==> config.mk <==
export PLATFORM = sky130hd
export DESIGN_NAME = evr_pulse_generator
export DESIGN_NICKNAME = d
export VERILOG_FILES = /design/src/rtl/evr_pulse_pkg.sv /design/src/rtl/evr_pulse_channel.sv /design/src/rtl/evr_pulse_generator.sv
export SDC_FILE = /design/constraint.sdc
export NUM_CORES = 2
export LEC_CHECK = 0
export BUFFER_PORTS_ARGS = -buffer_cell sky130_fd_sc_hd__buf_2
export CAP_MARGIN = 0
export CORE_MARGIN = 4
export CORE_UTILIZATION = 62
export DETAILED_ROUTE_END_ITERATION = 8
export GPL_TIMING_DRIVEN = 0
export PLACE_DENSITY = 0.76
export SLEW_MARGIN = 25
export SYNTH_ARGS = -nofsm -noshare
export SYNTH_HDL_FRONTEND = slang
export SYNTH_SLANG_ARGS = --single-unit
export TNS_END_PERCENT = 5
==> constraint.sdc <==
create_clock -name evrRxClk -period 2.8 [get_ports evrRxClk]
set_clock_uncertainty 0.1 [all_clocks]
set_input_delay 0.14 -clock evrRxClk [delete_from_list [all_inputs] [get_ports evrRxClk]]
set_output_delay 0.14 -clock evrRxClk [all_outputs]
set_load 0.005 [all_outputs]
==> src/rtl/evr_pulse_pkg.sv <==
`default_nettype none
// ============================================================================
// Module   : evr_pulse_pkg
// Purpose  : Shared types and constants for the EVR pulse generator.
// Revision : 1.0 - initial release
// ============================================================================
package evr_pulse_pkg;

  // Per-channel sequencer states
  typedef enum logic [1:0] {
    CH_IDLE   = 2'd0,
    CH_DELAY  = 2'd1,
    CH_ACTIVE = 2'd2
  } ch_state_e;

  // Event code 0x00 is the null code and never triggers anything
  localparam logic [7:0] EVCODE_NULL = 8'h00;

  // Upper bound on the number of pulse channels supported by the block
  localparam int CHANNEL_COUNT_MAX = 16;

endpackage : evr_pulse_pkg
`default_nettype wire

==> src/rtl/evr_pulse_channel.sv <==
`default_nettype none
// ============================================================================
// Module   : evr_pulse_channel
// Purpose  : One trigger channel: config registers, IDLE/DELAY/ACTIVE
//            sequencer and shared delay/width down-counter.
//            Macro EVR_PULSE_RETRIGGER_EN: when defined, a trigger while the
//            channel is busy restarts it; otherwise such triggers are ignored.
// Revision : 1.0 - initial release
// ============================================================================
module evr_pulse_channel
  import evr_pulse_pkg::*;
#(
  parameter int DELAY_WIDTH = 24,
  parameter int WIDTH_WIDTH = 16
) (
  input  logic                   clk,
  input  logic                   rst,
  input  logic                   i_trig,
  input  logic                   i_cfg_we,
  input  logic [DELAY_WIDTH-1:0] i_cfg_delay,
  input  logic [WIDTH_WIDTH-1:0] i_cfg_width,
  output logic                   o_pulse,
  output logic                   o_busy
);

  localparam int CNT_W = (DELAY_WIDTH > WIDTH_WIDTH) ? DELAY_WIDTH : WIDTH_WIDTH;

`ifdef EVR_PULSE_RETRIGGER_EN
  localparam logic RETRIGGER = 1'b1;
`else
  localparam logic RETRIGGER = 1'b0;
`endif

  ch_state_e              state_q, state_d;
  logic [CNT_W-1:0]       cnt_q, cnt_d;
  logic [WIDTH_WIDTH-1:0] width_lat_q, width_lat_d;
  logic [DELAY_WIDTH-1:0] cfg_delay_q, cfg_delay_d;
  logic [WIDTH_WIDTH-1:0] cfg_width_q, cfg_width_d;
  logic                   pulse_q, pulse_d;
  logic                   busy_q, busy_d;
  logic                   w_start;

  // Config registers: a write only changes what the next trigger latches
  always_comb begin
    cfg_delay_d = cfg_delay_q;
    cfg_width_d = cfg_width_q;
    if (i_cfg_we) begin
      cfg_delay_d = i_cfg_delay;
      cfg_width_d = i_cfg_width;
    end
  end

  // Sequencer next-state: counter never reaches 0 inside DELAY/ACTIVE, so no wrap
  always_comb begin
    state_d     = state_q;
    cnt_d       = cnt_q;
    width_lat_d = width_lat_q;
    w_start     = i_trig && (cfg_width_q != '0) &&
                  ((state_q == CH_IDLE) || RETRIGGER);

    case (state_q)
      CH_IDLE: begin
        cnt_d = '0;
      end
      CH_DELAY: begin
        if (cnt_q == CNT_W'(1)) begin
          state_d = CH_ACTIVE;
          cnt_d   = CNT_W'(width_lat_q);
        end else begin
          cnt_d = cnt_q - CNT_W'(1);
        end
      end
      CH_ACTIVE: begin
        if (cnt_q == CNT_W'(1)) begin
          state_d = CH_IDLE;
          cnt_d   = '0;
        end else begin
          cnt_d = cnt_q - CNT_W'(1);
        end
      end
      default: begin
        state_d = CH_IDLE;
        cnt_d   = '0;
      end
    endcase

    // A start (from IDLE, or a restart when retriggering) overrides the above
    if (w_start) begin
      width_lat_d = cfg_width_q;
      if (cfg_delay_q == '0) begin
        state_d = CH_ACTIVE;
        cnt_d   = CNT_W'(cfg_width_q);
      end else begin
        state_d = CH_DELAY;
        cnt_d   = CNT_W'(cfg_delay_q);
      end
    end

    pulse_d = (state_d == CH_ACTIVE);
    busy_d  = (state_d != CH_IDLE);
  end

  // State, counter, config and registered outputs
  always_ff @(posedge clk) begin
    if (rst) begin
      state_q     <= CH_IDLE;
      cnt_q       <= '0;
      width_lat_q <= '0;
      cfg_delay_q <= '0;
      cfg_width_q <= '0;
      pulse_q     <= 1'b0;
      busy_q      <= 1'b0;
    end else begin
      state_q     <= state_d;
      cnt_q       <= cnt_d;
      width_lat_q <= width_lat_d;
      cfg_delay_q <= cfg_delay_d;
      cfg_width_q <= cfg_width_d;
      pulse_q     <= pulse_d;
      busy_q      <= busy_d;
    end
  end

  assign o_pulse = pulse_q;
  assign o_busy  = busy_q;

endmodule : evr_pulse_channel
`default_nettype wire

==> src/rtl/evr_pulse_generator.sv <==
`default_nettype none
// ============================================================================
// Module   : evr_pulse_generator
// Purpose  : EVR event decoder with 256-entry code->channel-mask table and
//            CHANNEL_COUNT delay/width pulse channels.
//            Macro EVR_PULSE_RETRIGGER_EN (in evr_pulse_channel): enables
//            restart of busy channels on a new trigger.
// Revision : 1.0 - initial release
// ============================================================================
module evr_pulse_generator
  import evr_pulse_pkg::*;
#(
  parameter int CHANNEL_COUNT = 4,
  parameter int DELAY_WIDTH   = 24,
  parameter int WIDTH_WIDTH   = 16,
  localparam int CH_SEL_W     = (CHANNEL_COUNT > 1) ? $clog2(CHANNEL_COUNT) : 1
) (
  input  logic                     evrRxClk,
  input  logic                     evrRxReset,
  input  logic [15:0]              evrRxWord,
  input  logic [1:0]               evrCharIsK,
  input  logic                     tableWriteEnable,
  input  logic [7:0]               tableAddress,
  input  logic [CHANNEL_COUNT-1:0] tableData,
  input  logic                     cfgWriteEnable,
  input  logic [CH_SEL_W-1:0]      cfgChannel,
  input  logic [DELAY_WIDTH-1:0]   cfgDelay,
  input  logic [WIDTH_WIDTH-1:0]   cfgWidth,
  output logic [7:0]               distributedDataBus,
  output logic [CHANNEL_COUNT-1:0] pulse,
  output logic [CHANNEL_COUNT-1:0] channelBusy
);

  // Contents rely on the target's all-zero memory power-up; reset leaves them alone
  logic [CHANNEL_COUNT-1:0] table_mem_q [256];

  logic [7:0]               code_q, code_d;
  logic [7:0]               dbus_q, dbus_d;
  logic                     valid0_q, valid0_d;
  logic                     valid1_q, valid1_d;
  logic [CHANNEL_COUNT-1:0] mask_q, mask_d;
  logic [CHANNEL_COUNT-1:0] trig_q, trig_d;

  // Table write port; a same-edge read of the same entry sees the old mask
  always_ff @(posedge evrRxClk) begin
    if (tableWriteEnable) begin
      table_mem_q[tableAddress] <= tableData;
    end
  end

  // Pipeline: stage 0 capture/validate, stage 1 table read, then gated trigger
  always_comb begin
    code_d   = evrRxWord[7:0];
    dbus_d   = evrRxWord[15:8];
    valid0_d = !evrCharIsK[0] && (evrRxWord[7:0] != EVCODE_NULL);
    valid1_d = valid0_q;
    mask_d   = table_mem_q[code_q];
    trig_d   = valid1_q ? mask_q : '0;
  end

  // Pipeline registers; reset drops any event in flight
  always_ff @(posedge evrRxClk) begin
    if (evrRxReset) begin
      code_q   <= '0;
      dbus_q   <= '0;
      valid0_q <= 1'b0;
      valid1_q <= 1'b0;
      mask_q   <= '0;
      trig_q   <= '0;
    end else begin
      code_q   <= code_d;
      dbus_q   <= dbus_d;
      valid0_q <= valid0_d;
      valid1_q <= valid1_d;
      mask_q   <= mask_d;
      trig_q   <= trig_d;
    end
  end

  assign distributedDataBus = dbus_q;

  for (genvar gi = 0; gi < CHANNEL_COUNT; gi++) begin : g_channel
    logic w_cfg_we;
    // Indices beyond CHANNEL_COUNT match no channel, so such writes vanish
    assign w_cfg_we = cfgWriteEnable && (cfgChannel == CH_SEL_W'(gi));

    evr_pulse_channel #(
      .DELAY_WIDTH (DELAY_WIDTH),
      .WIDTH_WIDTH (WIDTH_WIDTH)
    ) u_channel (
      .clk         (evrRxClk),
      .rst         (evrRxReset),
      .i_trig      (trig_q[gi]),
      .i_cfg_we    (w_cfg_we),
      .i_cfg_delay (cfgDelay),
      .i_cfg_width (cfgWidth),
      .o_pulse     (pulse[gi]),
      .o_busy      (channelBusy[gi])
    );
  end

endmodule : evr_pulse_generator
`default_nettype wire
==> flow_summary.json <==
{
  "period_needed_ns": 3.321,
  "path_buf_inv": 1,
  "track_usage_pct": 38.98,
  "yosys.cell_types.count": 75,
  "synth_cells": 4057,
  "final_cell_area_um2": 65380,
  "p_leak_nw": 21.50,
  "layout_setup_ws_ns": -0.5212,
  "yosys.area.top_type": "edfxtp_1",
  "synthFlopType": "edfxtp_1",
  "fmax_mhz": 301.1,
  "grt_pass1_vias": 37800,
  "drc": 0,
  "routedWlPerCell_um": 32.93,
  "finalSetupTns_ns": -4.041,
  "crit_path_end_kind": "flip-flop",
  "placed_area_um2": 58320,
  "htree_levels": 4,
  "routed_wl_um": 187400,
  "die-area_um2": 95400,
  "start_kind": "flip-flop",
  "ir_worst_vdd_uv": 768.2,
  "layout_common_cells": "1,024 x edfxtp_1, 544 x nand2_1, 431 x nor2_1",
  "ios": 92,
  "synth-seq-cells": 1386,
  "critPathArrivalTime_ns": 3.83,
  "hpwlAfterDp_um": 121400,
  "via_per_inst": 6.980,
  "crit_path_top_delay_cell": "nor4bb_2",
  "die_w_um": 308.9,
  "clock_path_buffers": 3,
  "syn_nets": 4157,
  "synth_area_leaders": "edfxtp_1 55%, dfxtp_1 13%, mux4_2 8.5%",
  "worstPathCellList": "clkbuf_1 -> nor4bb_2 -> o221ai_1 -> o21ai_0 -> a32oi_1 -> nand4_1 -> a31o_2 -> o22ai_4",
  "fin_crit_sh_pct": 118.6,
  "yosysSeqAreaShare_pct": 67.70,
  "gp_congestion": 1.004,
  "synth_area_um2": 56130,
  "area_growth_pct": 16.50,
  "synthesis.area_per_instance_um2": 13.83,
  "grt_antenna_before_repair": 6,
  "core_um2": 89870,
  "setup_viol": 75,
  "critical_path_class": "flip-flop to flip-flop",
  "required_ns": 3.31,
  "cts_root_buf": "clkbuf_16",
  "violations": "setup timing",
  "place_ws_ns": -1.791,
  "async_reset_ff_share_pct": 0,
  "start_util_pct": 62.45,
  "die_h_um": 308.9,
  "status": "complete, but fails checks",
  "synth_warnings": 0,
  "cts_tree": "yes",
  "max_stage_delay_ns": 0.86,
  "portBuffers": 84,
  "slew_headroom_pct": 30.77,
  "final_util_pct": 72.75,
  "cap_violations": 0,
  "grt_max_degree": 135,
  "synth_top_area_share_pct": 54.79,
  "drt_iter0_markers": 6447,
  "grt_pass1_wl_um": 262300,
  "clock_latency_ns": 0.76,
  "gr-total-overflow": 0,
  "path_max_fanout": 10,
  "rows": 110,
  "final_nets": 4506,
  "powerDensity_nw_per_um2": 669.4,
  "cp_top_family": "simple AND/OR/NAND/NOR gates",
  "drv_slew": 0,
  "vias": 39720,
  "max_slew.worst_pin.slew_ns": 1.033,
  "grt_setup_unrepaired": "yes",
  "synth_edf_count": 1024,
  "hp-class": "input pin to flip-flop",
  "drt_pass1_iterations": 9,
  "cts_made_buffers": 137,
  "final_common_cell": "edfxtp_1",
  "drive_gt1_share_pct": 17.27,
  "hold_viol": 0,
  "cts.sinks": 1386,
  "power_w": 0.04377,
  "ant_nets": 0,
  "clk_pin_slew_ns": 0.07
}
-- cells in the mapped netlist, drive strengths merged, types with 3 or more instances --
cell	n
buf	90
nand4	22
a21oi	306
a41oi	4
mux4	211
nor2b	35
or4	12
a221oi	27
a222oi	10
xnor2	27
o31ai	4
or3	11
o21ai	56
inv	25
and3	10
a22oi	52
nor2	434
nor3b	3
nand2	546
a21o	26
ha	24
edfxtp	1024
a2bb2oi	6
a31oi	15
o22ai	34
nand2b	13
and3b	3
nor3	47
clkbuf	167
and2	20
nand3b	9
nand3	55
or2	8
nor4	63
xor2	57
dfxtp	362
a211oi	9
a41o	3
mux2i	131
a32oi	10
o221ai	52
-- timing repair --
action	CTS	global route
hold buffers	70	0
hold endpoints to repair	593	0
cloned	0	0
gates resized for setup	264	95
setup endpoints to repair	31	151
pin swaps	11	19
setup buffers	19	30
-- metal layers --
layer	vias up	track usage, %	wire (um)
met5	-	0	27
met4	4	27.59	17190
met3	936	11.69	25580
met2	3452	60.24	84540
met1	19290	47.44	60060
li1	16040	-	-
-- tightest hold or removal path, stage by stage --
cell and delay [ns]:
dlygate4sd3_1 0.52, buf_2 0.10, nor2b_1 0.10
-- layout make-up --
type / count / area (um2)
sequential: 1386 / 38010
fill: 5561 / 24490
multi-input combinational: 2388 / 17320
clock buffer: 175 / 3706
buffer: 255 / 2202
timing repair buffer: 212 / 1832
tap: 1176 / 1471
clock inverter: 68 / 729.5
inverter: 26 / 101.3
antenna: 5 / 12.51
-- state kept, by name, summed over array words and instances (netlist names) --
signal	count
code_q	8
trig_q	4
g_channel.u_channel.state_q	8
g_channel.u_channel.width_lat_q	64
valid1_q	1
distributedDataBus	8
mask_q	4
table_mem_q	1024
g_channel.u_channel.cfg_delay_q	96
g_channel.u_channel.cnt_q	96
g_channel.u_channel.cfg_width_q	64
g_channel.u_channel.o_pulse	4
g_channel.u_channel.o_busy	4
valid0_q	1
-- cell families after synthesis --
| family | after synthesis | share of synthesized area (%) |
|---|---|---|
| AND/OR/NAND/NOR | 1299 | 10.04 |
| adder cells (fa/ha/maj) | 24 | 0.5350 |
| AO/OA/AOI/OAI | 637 | 7.145 |
| multiplexers | 344 | 10.84 |
| buffers and inverters | 283 | 2.425 |
| XOR/XNOR | 84 | 1.311 |
| flip-flops | 1386 | 67.70 |
-- power by group --
part           leakage, nW  total (W)  switching, W  internal [W]
Clock                 2.16     0.0185       0.00804        0.0104
Sequential            12.1     0.0223      0.000137        0.0221
Combinational         7.20    0.00301       0.00198       0.00103
-- through the flow --
step	hold WS [ns]	instances
finish	0.04717	5691
global route	0.06952	5687
floorplan	0.1185	4057
CTS	0.01785	5657
global placement	0.2117	5317
detailed placement	0.2110	5326
-- final timing paths --
kind | start | to | slack, ns | cells after the start
hold reg to reg | mask_q[0]$_SDFF_PP0_ | trig_q[0]$_SDFF_PP0_ | 0.35 | 1
setup / recovery | code_q[5]$_SDFF_PP0_ | mask_q[1]$_SDFF_PP0_ | -0.52 | 8
setup reg to reg | code_q[5]$_SDFF_PP0_ | mask_q[1]$_SDFF_PP0_ | -0.52 | 8
hold / removal | evrRxWord[13] | distributedDataBus[5]$_SDFF_PP0_ | 0.05 | 3
Note: power is estimated with default switching activity, not from simulation.
